<file path="config.mk">
export PLATFORM = sky130hd
export DESIGN_NAME = alu_arbiter
export DESIGN_NICKNAME = d
export VERILOG_FILES = /design/src/rtl/alu_arbiter_pkg.sv /design/src/rtl/alu_arbiter_alu.sv /design/src/rtl/alu_arbiter.sv
export SDC_FILE = /design/constraint.sdc
export NUM_CORES = 2
export LEC_CHECK = 0
export BUFFER_PORTS_ARGS = -buffer_cell sky130_fd_sc_hd__buf_2
export CAP_MARGIN = 20
export CORE_UTILIZATION = 60
export CTS_CLUSTER_SIZE = 28
export DETAILED_ROUTE_END_ITERATION = 8
export PLACE_DENSITY = 0.82
export SKIP_LAST_GASP = 1
export SLEW_MARGIN = 20
export SYNTH_ARGS = -nofsm -noshare
export SYNTH_HDL_FRONTEND = slang
export SYNTH_HIERARCHICAL = 1
export SYNTH_SLANG_ARGS = --single-unit
export TNS_END_PERCENT = 100
</file>
<file path="constraint.sdc">
create_clock -name clk -period 10.05 [get_ports clk]
set_input_delay 0.5025 -clock clk [delete_from_list [all_inputs] [get_ports clk]]
set_output_delay 0.5025 -clock clk [all_outputs]
set_load 0.005 [all_outputs]
</file>
<file path="src/rtl/alu_arbiter_pkg.sv">
// Shared definitions for the two-requester ALU arbiter: opcodes, FSM states
// and requester-id type, plus the zero-flag helper used by the ALU.
package alu_arbiter_pkg;

  localparam int ID_W = 1;
  typedef logic [ID_W-1:0] id_t;

  typedef enum logic [3:0] {
    OP_AND  = 4'b0000,
    OP_OR   = 4'b0001,
    OP_NOR  = 4'b0010,
    OP_ADD  = 4'b0011,
    OP_SUB  = 4'b0100,
    OP_MULT = 4'b0101
  } alu_op_e;

  typedef enum logic [1:0] {
    ST_IDLE = 2'b00,
    ST_EXEC = 2'b01,
    ST_RESP = 2'b10
  } arb_state_e;

  function automatic logic is_zero(input logic [31:0] value);
    return (value == 32'd0);
  endfunction

endpackage

</file>
<file path="src/rtl/alu_arbiter_alu.sv">
// Purely combinational 32-bit ALU shared by both requesters; undefined
// opcodes produce a zero result.
module alu_arbiter_alu
  import alu_arbiter_pkg::*;
(
  input  logic [3:0]  op,
  input  logic [31:0] a,
  input  logic [31:0] b,
  output logic [31:0] result,
  output logic        zero
);

  // Operation select; MULT keeps the low 32 bits of the product.
  always_comb begin
    result = 32'd0;
    case (op)
      OP_AND:  result = a & b;
      OP_OR:   result = a | b;
      OP_NOR:  result = ~(a | b);
      OP_ADD:  result = a + b;
      OP_SUB:  result = a - b;
      OP_MULT: result = a * b;
      default: result = 32'd0;
    endcase
  end

  assign zero = is_zero(result);

endmodule

</file>
<file path="src/rtl/alu_arbiter.sv">
// Two-requester front end for a single shared ALU: grants in IDLE, evaluates
// in EXEC and holds the registered response in RESP until it is consumed.
module alu_arbiter
  import alu_arbiter_pkg::*;
#(
  parameter bit RR_EN = 1'b1
) (
  input  logic        clk,
  input  logic        reset,
  input  logic        req0_valid,
  input  logic [3:0]  req0_op,
  input  logic [31:0] req0_a,
  input  logic [31:0] req0_b,
  output logic        req0_ready,
  input  logic        req1_valid,
  input  logic [3:0]  req1_op,
  input  logic [31:0] req1_a,
  input  logic [31:0] req1_b,
  output logic        req1_ready,
  output logic        rsp_valid,
  output logic        rsp_id,
  output logic [31:0] rsp_result,
  output logic        rsp_zero,
  input  logic        rsp_ready
);

  arb_state_e  state_q, state_d;
  logic [3:0]  op_q, op_d;
  logic [31:0] a_q, a_d;
  logic [31:0] b_q, b_d;
  id_t         id_q, id_d;
  id_t         rr_next_q, rr_next_d;
  logic        rsp_valid_q, rsp_valid_d;
  id_t         rsp_id_q, rsp_id_d;
  logic [31:0] rsp_result_q, rsp_result_d;
  logic        rsp_zero_q, rsp_zero_d;

  logic        grant0_s, grant1_s;
  logic [31:0] alu_result_s;
  logic        alu_zero_s;

  alu_arbiter_alu u_alu (
    .op     (op_q),
    .a      (a_q),
    .b      (b_q),
    .result (alu_result_s),
    .zero   (alu_zero_s)
  );

  // Grant decision; gated by reset so no handshake can complete while held in reset.
  always_comb begin
    grant0_s = 1'b0;
    grant1_s = 1'b0;
    if ((state_q == ST_IDLE) && reset) begin
      if (req0_valid && req1_valid) begin
        if (RR_EN && (rr_next_q == 1'b1)) begin
          grant1_s = 1'b1;
        end else begin
          grant0_s = 1'b1;
        end
      end else if (req0_valid) begin
        grant0_s = 1'b1;
      end else if (req1_valid) begin
        grant1_s = 1'b1;
      end else begin
        grant0_s = 1'b0;
        grant1_s = 1'b0;
      end
    end else begin
      grant0_s = 1'b0;
      grant1_s = 1'b0;
    end
  end

  assign req0_ready = grant0_s;
  assign req1_ready = grant1_s;

  // Next-state and datapath capture; the RR pointer moves at grant time.
  always_comb begin
    state_d      = state_q;
    op_d         = op_q;
    a_d          = a_q;
    b_d          = b_q;
    id_d         = id_q;
    rr_next_d    = rr_next_q;
    rsp_valid_d  = rsp_valid_q;
    rsp_id_d     = rsp_id_q;
    rsp_result_d = rsp_result_q;
    rsp_zero_d   = rsp_zero_q;
    case (state_q)
      ST_IDLE: begin
        if (grant0_s || grant1_s) begin
          op_d      = grant1_s ? req1_op : req0_op;
          a_d       = grant1_s ? req1_a : req0_a;
          b_d       = grant1_s ? req1_b : req0_b;
          id_d      = id_t'(grant1_s);
          rr_next_d = id_t'(~grant1_s);
          state_d   = ST_EXEC;
        end else begin
          state_d = ST_IDLE;
        end
      end
      ST_EXEC: begin
        rsp_result_d = alu_result_s;
        rsp_zero_d   = alu_zero_s;
        rsp_id_d     = id_q;
        rsp_valid_d  = 1'b1;
        state_d      = ST_RESP;
      end
      ST_RESP: begin
        if (rsp_ready) begin
          rsp_valid_d = 1'b0;
          state_d     = ST_IDLE;
        end else begin
          state_d = ST_RESP;
        end
      end
      default: begin
        rsp_valid_d = 1'b0;
        state_d     = ST_IDLE;
      end
    endcase
  end

  // State and output registers.
  always_ff @(posedge clk or negedge reset) begin
    if (!reset) begin
      state_q      <= ST_IDLE;
      op_q         <= 4'd0;
      a_q          <= 32'd0;
      b_q          <= 32'd0;
      id_q         <= 1'b0;
      rr_next_q    <= 1'b0;
      rsp_valid_q  <= 1'b0;
      rsp_id_q     <= 1'b0;
      rsp_result_q <= 32'd0;
      rsp_zero_q   <= 1'b0;
    end else begin
      state_q      <= state_d;
      op_q         <= op_d;
      a_q          <= a_d;
      b_q          <= b_d;
      id_q         <= id_d;
      rr_next_q    <= rr_next_d;
      rsp_valid_q  <= rsp_valid_d;
      rsp_id_q     <= rsp_id_d;
      rsp_result_q <= rsp_result_d;
      rsp_zero_q   <= rsp_zero_d;
    end
  end

  assign rsp_valid  = rsp_valid_q;
  assign rsp_id     = rsp_id_q;
  assign rsp_result = rsp_result_q;
  assign rsp_zero   = rsp_zero_q;

endmodule

</file>
# Yosys cells after proc, flatten, opt, wreduce, memory -nomap -nowiden
# Cells that the tools add are included.
dict set report totals {
  register_bits 107
}
dict set report op_classes {
  muxes 18
  bitwise_logic 5
  add_sub_neg 2
  n_mul 1
  n_eq_ne 8
  n_reduce_logical 8
}
# op count
set op_table {}
lappend op_table {{32-bit one-hot mux with 6 select lines} 1}
lappend op_table {{32-bit two-way mux} 2}
lappend op_table {{32-bit adder} 1}
lappend op_table {{32-bit AND} 1}
lappend op_table {{32-bit zero test} 1}
lappend op_table {{32-bit by 32-bit multiplier with 32-bit output} 1}
lappend op_table {{32-bit inverter} 1}
lappend op_table {{32-bit OR} 1}
lappend op_table {{32-bit subtractor} 1}
lappend op_table {{1-bit two-way mux} 11}
lappend op_table {{4-bit by 2-bit equality test with 1-bit output, second input constant} 2}
lappend op_table {{4-bit by 3-bit equality test with 1-bit output, second input constant} 2}
lappend op_table {{2-bit one-hot mux with 3 select lines} 1}
lappend op_table {{4-bit by 1-bit equality test with 1-bit output, second input constant} 1}
lappend op_table {{4-bit zero test} 1}
lappend op_table {{4-bit two-way mux} 1}
lappend op_table {{2-bit AND reduction} 2}
lappend op_table {{1-bit one-hot mux with 3 select lines} 1}
lappend op_table {{2-bit by 1-bit equality test with 1-bit output, second input constant} 1}
lappend op_table {{2-bit equality test, second input constant} 1}
lappend op_table {{1-bit logical AND} 2}
lappend op_table {{2-bit zero test} 1}
lappend op_table {{2-bit two-way mux} 1}
lappend op_table {{2-bit != test, second input constant} 1}
lappend op_table {{2 further kinds} 3}

# Depth between registers and ports, before layout
dict set report logic_depth {
  ltp_word 7
  mapped_depth 31
  depth_no_buf 29
}

# Hierarchy
# The synthesis kept the hierarchy.
# module instances cells_per_inst area_each_um2 seq_area_each_um2
set modules_own_cells {}
lappend modules_own_cells {alu_arbiter_alu 1 2331 19483.7 0.0}
lappend modules_own_cells {alu_arbiter 1 506 5215.0 2677.6}

# Worst setup path before layout
# No wires, ideal clock.
dict set report synth_path {
  path_type {register to register}
  from {register a_q[12]}
  to {register rsp_zero_q, in the netlist rsp_zero}
  arrival_ns 7.779
  required_time_ns 9.984
  stages_incl_launch_ff 30
  setup_slack_ns 2.205
  setup_ns 0.066
  path_cell_list {dfrtp_1 -> clkbuf_1 -> clkbuf_1 -> and2_1 -> fa_1 -> fa_1 -> fa_1 -> inv_1 -> fa_1 -> inv_1 -> fa_1 -> inv_1 -> fa_1 -> inv_1 -> fa_1 -> fa_1 -> ha_1 -> inv_1 -> a2111oi_0 -> nor2_1 -> a21oi_1 -> a21oi_1 -> mux2_2 -> o211ai_1 -> a211o_1 -> or4_1 -> nor4_1 -> nand4bb_1 -> nor4b_2 -> mux2_1}
}
dict set report synth_between {
  elab_cells_between_ends 8
  classes_between {add/sub (2); mul (1); mux (1); bitwise (3); reduce/logical (1)}
}
# item line
set synth_rtl {}
lappend synth_rtl {{from (decl)} alu_arbiter.sv:29} ;# logic [31:0] a_q, a_d;
lappend synth_rtl {{from (signal assigned)} alu_arbiter.sv:130} ;# a_q <= 32'd0;
lappend synth_rtl {{from (signal assigned)} alu_arbiter.sv:141} ;# a_q <= a_d;
lappend synth_rtl {{32-bit by 32-bit multiplier with 32-bit output, or another cell as far along} alu_arbiter_alu.sv:22} ;# OP_MULT: result = a * b;
lappend synth_rtl {{32-bit one-hot mux with 6 select lines (*)} alu_arbiter_alu.sv:16} ;# case (op)
lappend synth_rtl {{via alu_result_s[25]} alu_arbiter.sv:39} ;# logic [31:0] alu_result_s;
lappend synth_rtl {{32-bit zero test (*)} alu_arbiter_pkg.sv:24} ;# return (value == 32'd0);
lappend synth_rtl {{via alu_zero_s} alu_arbiter.sv:40} ;# logic alu_zero_s;
lappend synth_rtl {{to (signal assigned)} alu_arbiter.sv:148} ;# rsp_zero_q <= rsp_zero_d;
lappend synth_rtl {{to (decl)} alu_arbiter.sv:36} ;# logic rsp_zero_q, rsp_zero_d;
# The timed path passes the listed nets; every way through them passes the cells marked *.
# A chain may end at the register's enable or synchronous reset.

# Worst setup path after layout
dict set report layout_path {
  from {register b_q[8]}
  to {register rsp_zero_q, in the netlist rsp_zero}
}
dict set report layout_between {
  elab_cells_between_ends 8
  classes_between {add/sub (2); mul (1); mux (1); bitwise (3); reduce/logical (1)}
}
# item line
set layout_rtl {}
lappend layout_rtl {{from (decl)} alu_arbiter.sv:30} ;# logic [31:0] b_q, b_d;
lappend layout_rtl {{from (signal assigned)} alu_arbiter.sv:131} ;# b_q <= 32'd0;
lappend layout_rtl {{from (signal assigned)} alu_arbiter.sv:142} ;# b_q <= b_d;
lappend layout_rtl {{32-bit by 32-bit multiplier with 32-bit output, or another cell as far along} alu_arbiter_alu.sv:22}
lappend layout_rtl {{32-bit one-hot mux with 6 select lines (*)} alu_arbiter_alu.sv:16}
lappend layout_rtl {{via alu_result_s[22]} alu_arbiter.sv:39}
lappend layout_rtl {{32-bit zero test (*)} alu_arbiter_pkg.sv:24}
lappend layout_rtl {{via alu_zero_s} alu_arbiter.sv:40}
# Marks and branches as above.

==> flow_summary.toml <==
[clock_tree]
tritoncts = "yes"
clk_pin_slew_ns = 0.09
clockRootBuffer = "clkbuf_16"
ctsResizeCount = 0
clk_latency_ns = 0.39
postCtsSetupBuffers = 0
clock-sinks = 107
clk_path_buf_depth = 2
cts_buffers = 9
h-tree-depth = 3
ctsHoldBuffers = 0

[logic_synthesis]
ys_types = 73
yosys_warnings = 6
syn_area_per_cell_um2 = 8.71
syn_area_mm2 = 0.0247
synthArstFlopShare_pct = 100
synthFlopType = "dfrtp_1"
synth_seq_cells = 107
netlist_instances = 2837
seq_area_frac_synth_pct = 10.8
syn_nets = 3544
synth_edf_count = 0

[timing]
fin_crit_ns = 8.88
setup_tns_ns = 0
slew_viol_final = 0
timing.final.crit_share_pct = 88.4
tightest_slew_ns = 1.11
hold_viol = 0
clock_skew_ns = 0.0137
grt_setup_unrepaired = "no"
fmax_mhz = 113
setup_viol = 0
slew_headroom_pct = 25.8

[routing]
routed_wirelength_mm = 80.3
vias = 21900
drtIter0Drc = 2454
route.detailed.drc = 0
drtAntennaViolNets = 0
viasPerCell = 6.43
wl_per_cell_um = 23.6
firstDrtPassIters = 7

[finish]
fillers = 3257
drive_gt1_share_pct = 9.81
syn2layout_area_growth_pct = 6.06
fin_nets = 3576

[worst_setup_path]
path_class = "register to register"
cp-start-kind = "register"
critPathMaxStageDelay_ns = 0.86
crit_slowest_cell = "dfrtp_1"
cp_common_cell = "fa_1"
cp_max_fo = 18
critPathBufInv = 4
critPathArrivalTime_ns = 9.22
crit_path_end_kind = "register"
worstPathRequired_ns = 10.38
cp_top_family = "adder cells"

[global_route]
overflow = 0
grt_usage_pct = 39.3
grt_pass1_vias = 22400
grt_antenna_before_repair = 6
grt_pass1_wl_mm = 124
grt_max_degree = 78

[floorplanning]
die_x_um = 205
die_h_um = 205
start_util_pct = 61.5
rows = 73
fp.coreArea_mm2 = 0.0402
io_pins = 178
dieArea_mm2 = 0.0420

[run]
drv_cap = 0

[placement]
place.gp.congestion = 1.04
dp_hpwl_mm = 60.8
io_buffers = 177

[outcome]
status = "completed"

[min_path]
hp-class = "input port to async pin"
per-stage QoR:
step	hold WS (ns)	setup WS, ns	cells	util (%)	area, um2
2_1_floorplan	0.207	2.21	2837	-	24700
3_5_place_dp	0.471	1.44	3382	64.4	25900
3_3_place_gp	0.465	1.38	3381	64.3	25900
4_1_cts	0.103	1.39	3398	65.1	26200
6_report	0.0940	1.17	3402	65.2	26200
5_1_grt	0.135	0.921	3399	65.2	26200
state kept, by name (all words and copies together), names as in the netlist:
register    count
rsp_id          1
a_q            32
rsp_valid       1
rr_next_q       1
rsp_result     32
id_q            1
rsp_zero        1
b_q            32
op_q            4
state_q         2
cells in the mapped netlist (16+ instances only):
| library cell | number | share of area (%) |
|---|---|---|
| nand2_1 | 278 | 4.2 |
| nand3_1 | 16 | 0.32 |
| nor2_1 | 57 | 0.87 |
| fa_1 | 409 | 33 |
| nor3_1 | 31 | 0.63 |
| a31oi_1 | 79 | 2.0 |
| a21oi_1 | 156 | 3.2 |
| inv_1 | 398 | 6.0 |
| clkbuf_1 | 182 | 2.8 |
| a21o_1 | 25 | 0.76 |
| o31ai_1 | 81 | 2.5 |
| mux2_1 | 34 | 1.6 |
| xor2_1 | 44 | 1.6 |
| o21ai_0 | 69 | 1.4 |
| and2_1 | 311 | 7.9 |
| buf_2 | 23 | 0.47 |
| nand4_1 | 72 | 1.8 |
| xnor2_1 | 93 | 3.3 |
| dfrtp_1 | 107 | 11 |
| maj3_1 | 17 | 0.69 |
| ha_1 | 157 | 8.0 |
path summary, 6_finish.rpt:
kind	from	to	cells past startpoint	slack (ns)
min reg2reg	rsp_result[4]	rsp_result[4]	1	0.49
min in group clk	req0_a[28]	a_q[28]	3	0.37
max reg2reg	b_q[8]	rsp_zero	27	1.17
min	reset	state_q[1]	1	0.09
max	b_q[8]	rsp_zero	27	1.17
max in group asynchronous	reset	b_q[20]	2	8.57
kinds of logic (layout without fill, tap and decap cells):
family,after synthesis,in the layout,share of synthesized area (%)
compound gates,517,517,13.3
xor+xnor,137,137,4.86
fa+ha+maj,583,583,41.8
buf+inv,620,657,9.68
flops,107,107,10.8
mux,40,40,1.80
other cells,0,3,0
simple gates,833,833,17.7
routing by layer:
layer	track usage [%]	vias up	share of wire [%]
li1	-	9298	-
met1	51.5	10700	38
met2	60.7	1558	45
met3	9.26	306	12
met4	20.2	4	5.3
met5	0	-	0.029
cell usage in the layout, fill, tap and decap left out, drive strengths merged, types with 17 or more instances in the layout:
cell,instances
o21ai,73
inv,401
fa,409
nor2,58
a21o,25
ha,157
and2,312
buf,242
mux2,35
nand2,278
xnor2,93
maj3,17
o31ai,81
dfrtp,107
a21oi,156
xor2,44
nand4,72
nor3,31
a31oi,79
area by class of cell:
| class | count | area (um2) | area share, % |
|---|---|---|---|
| multi-input combinational | 2110 | 19700 | 75.1 |
| sequential | 107 | 2680 | 10.2 |
| inverter | 399 | 1500 | 5.72 |
| timing repair buffer | 242 | 1400 | 5.33 |
| tap | 525 | 657 | 2.51 |
| clock buffer | 10 | 239 | 0.912 |
| clock inverter | 6 | 58.8 | 0.224 |
| antenna | 3 | 7.51 | 0.0287 |
Power is not shown: default switching activity piles up to over one toggle a cycle in this logic, so the estimate is an artifact.
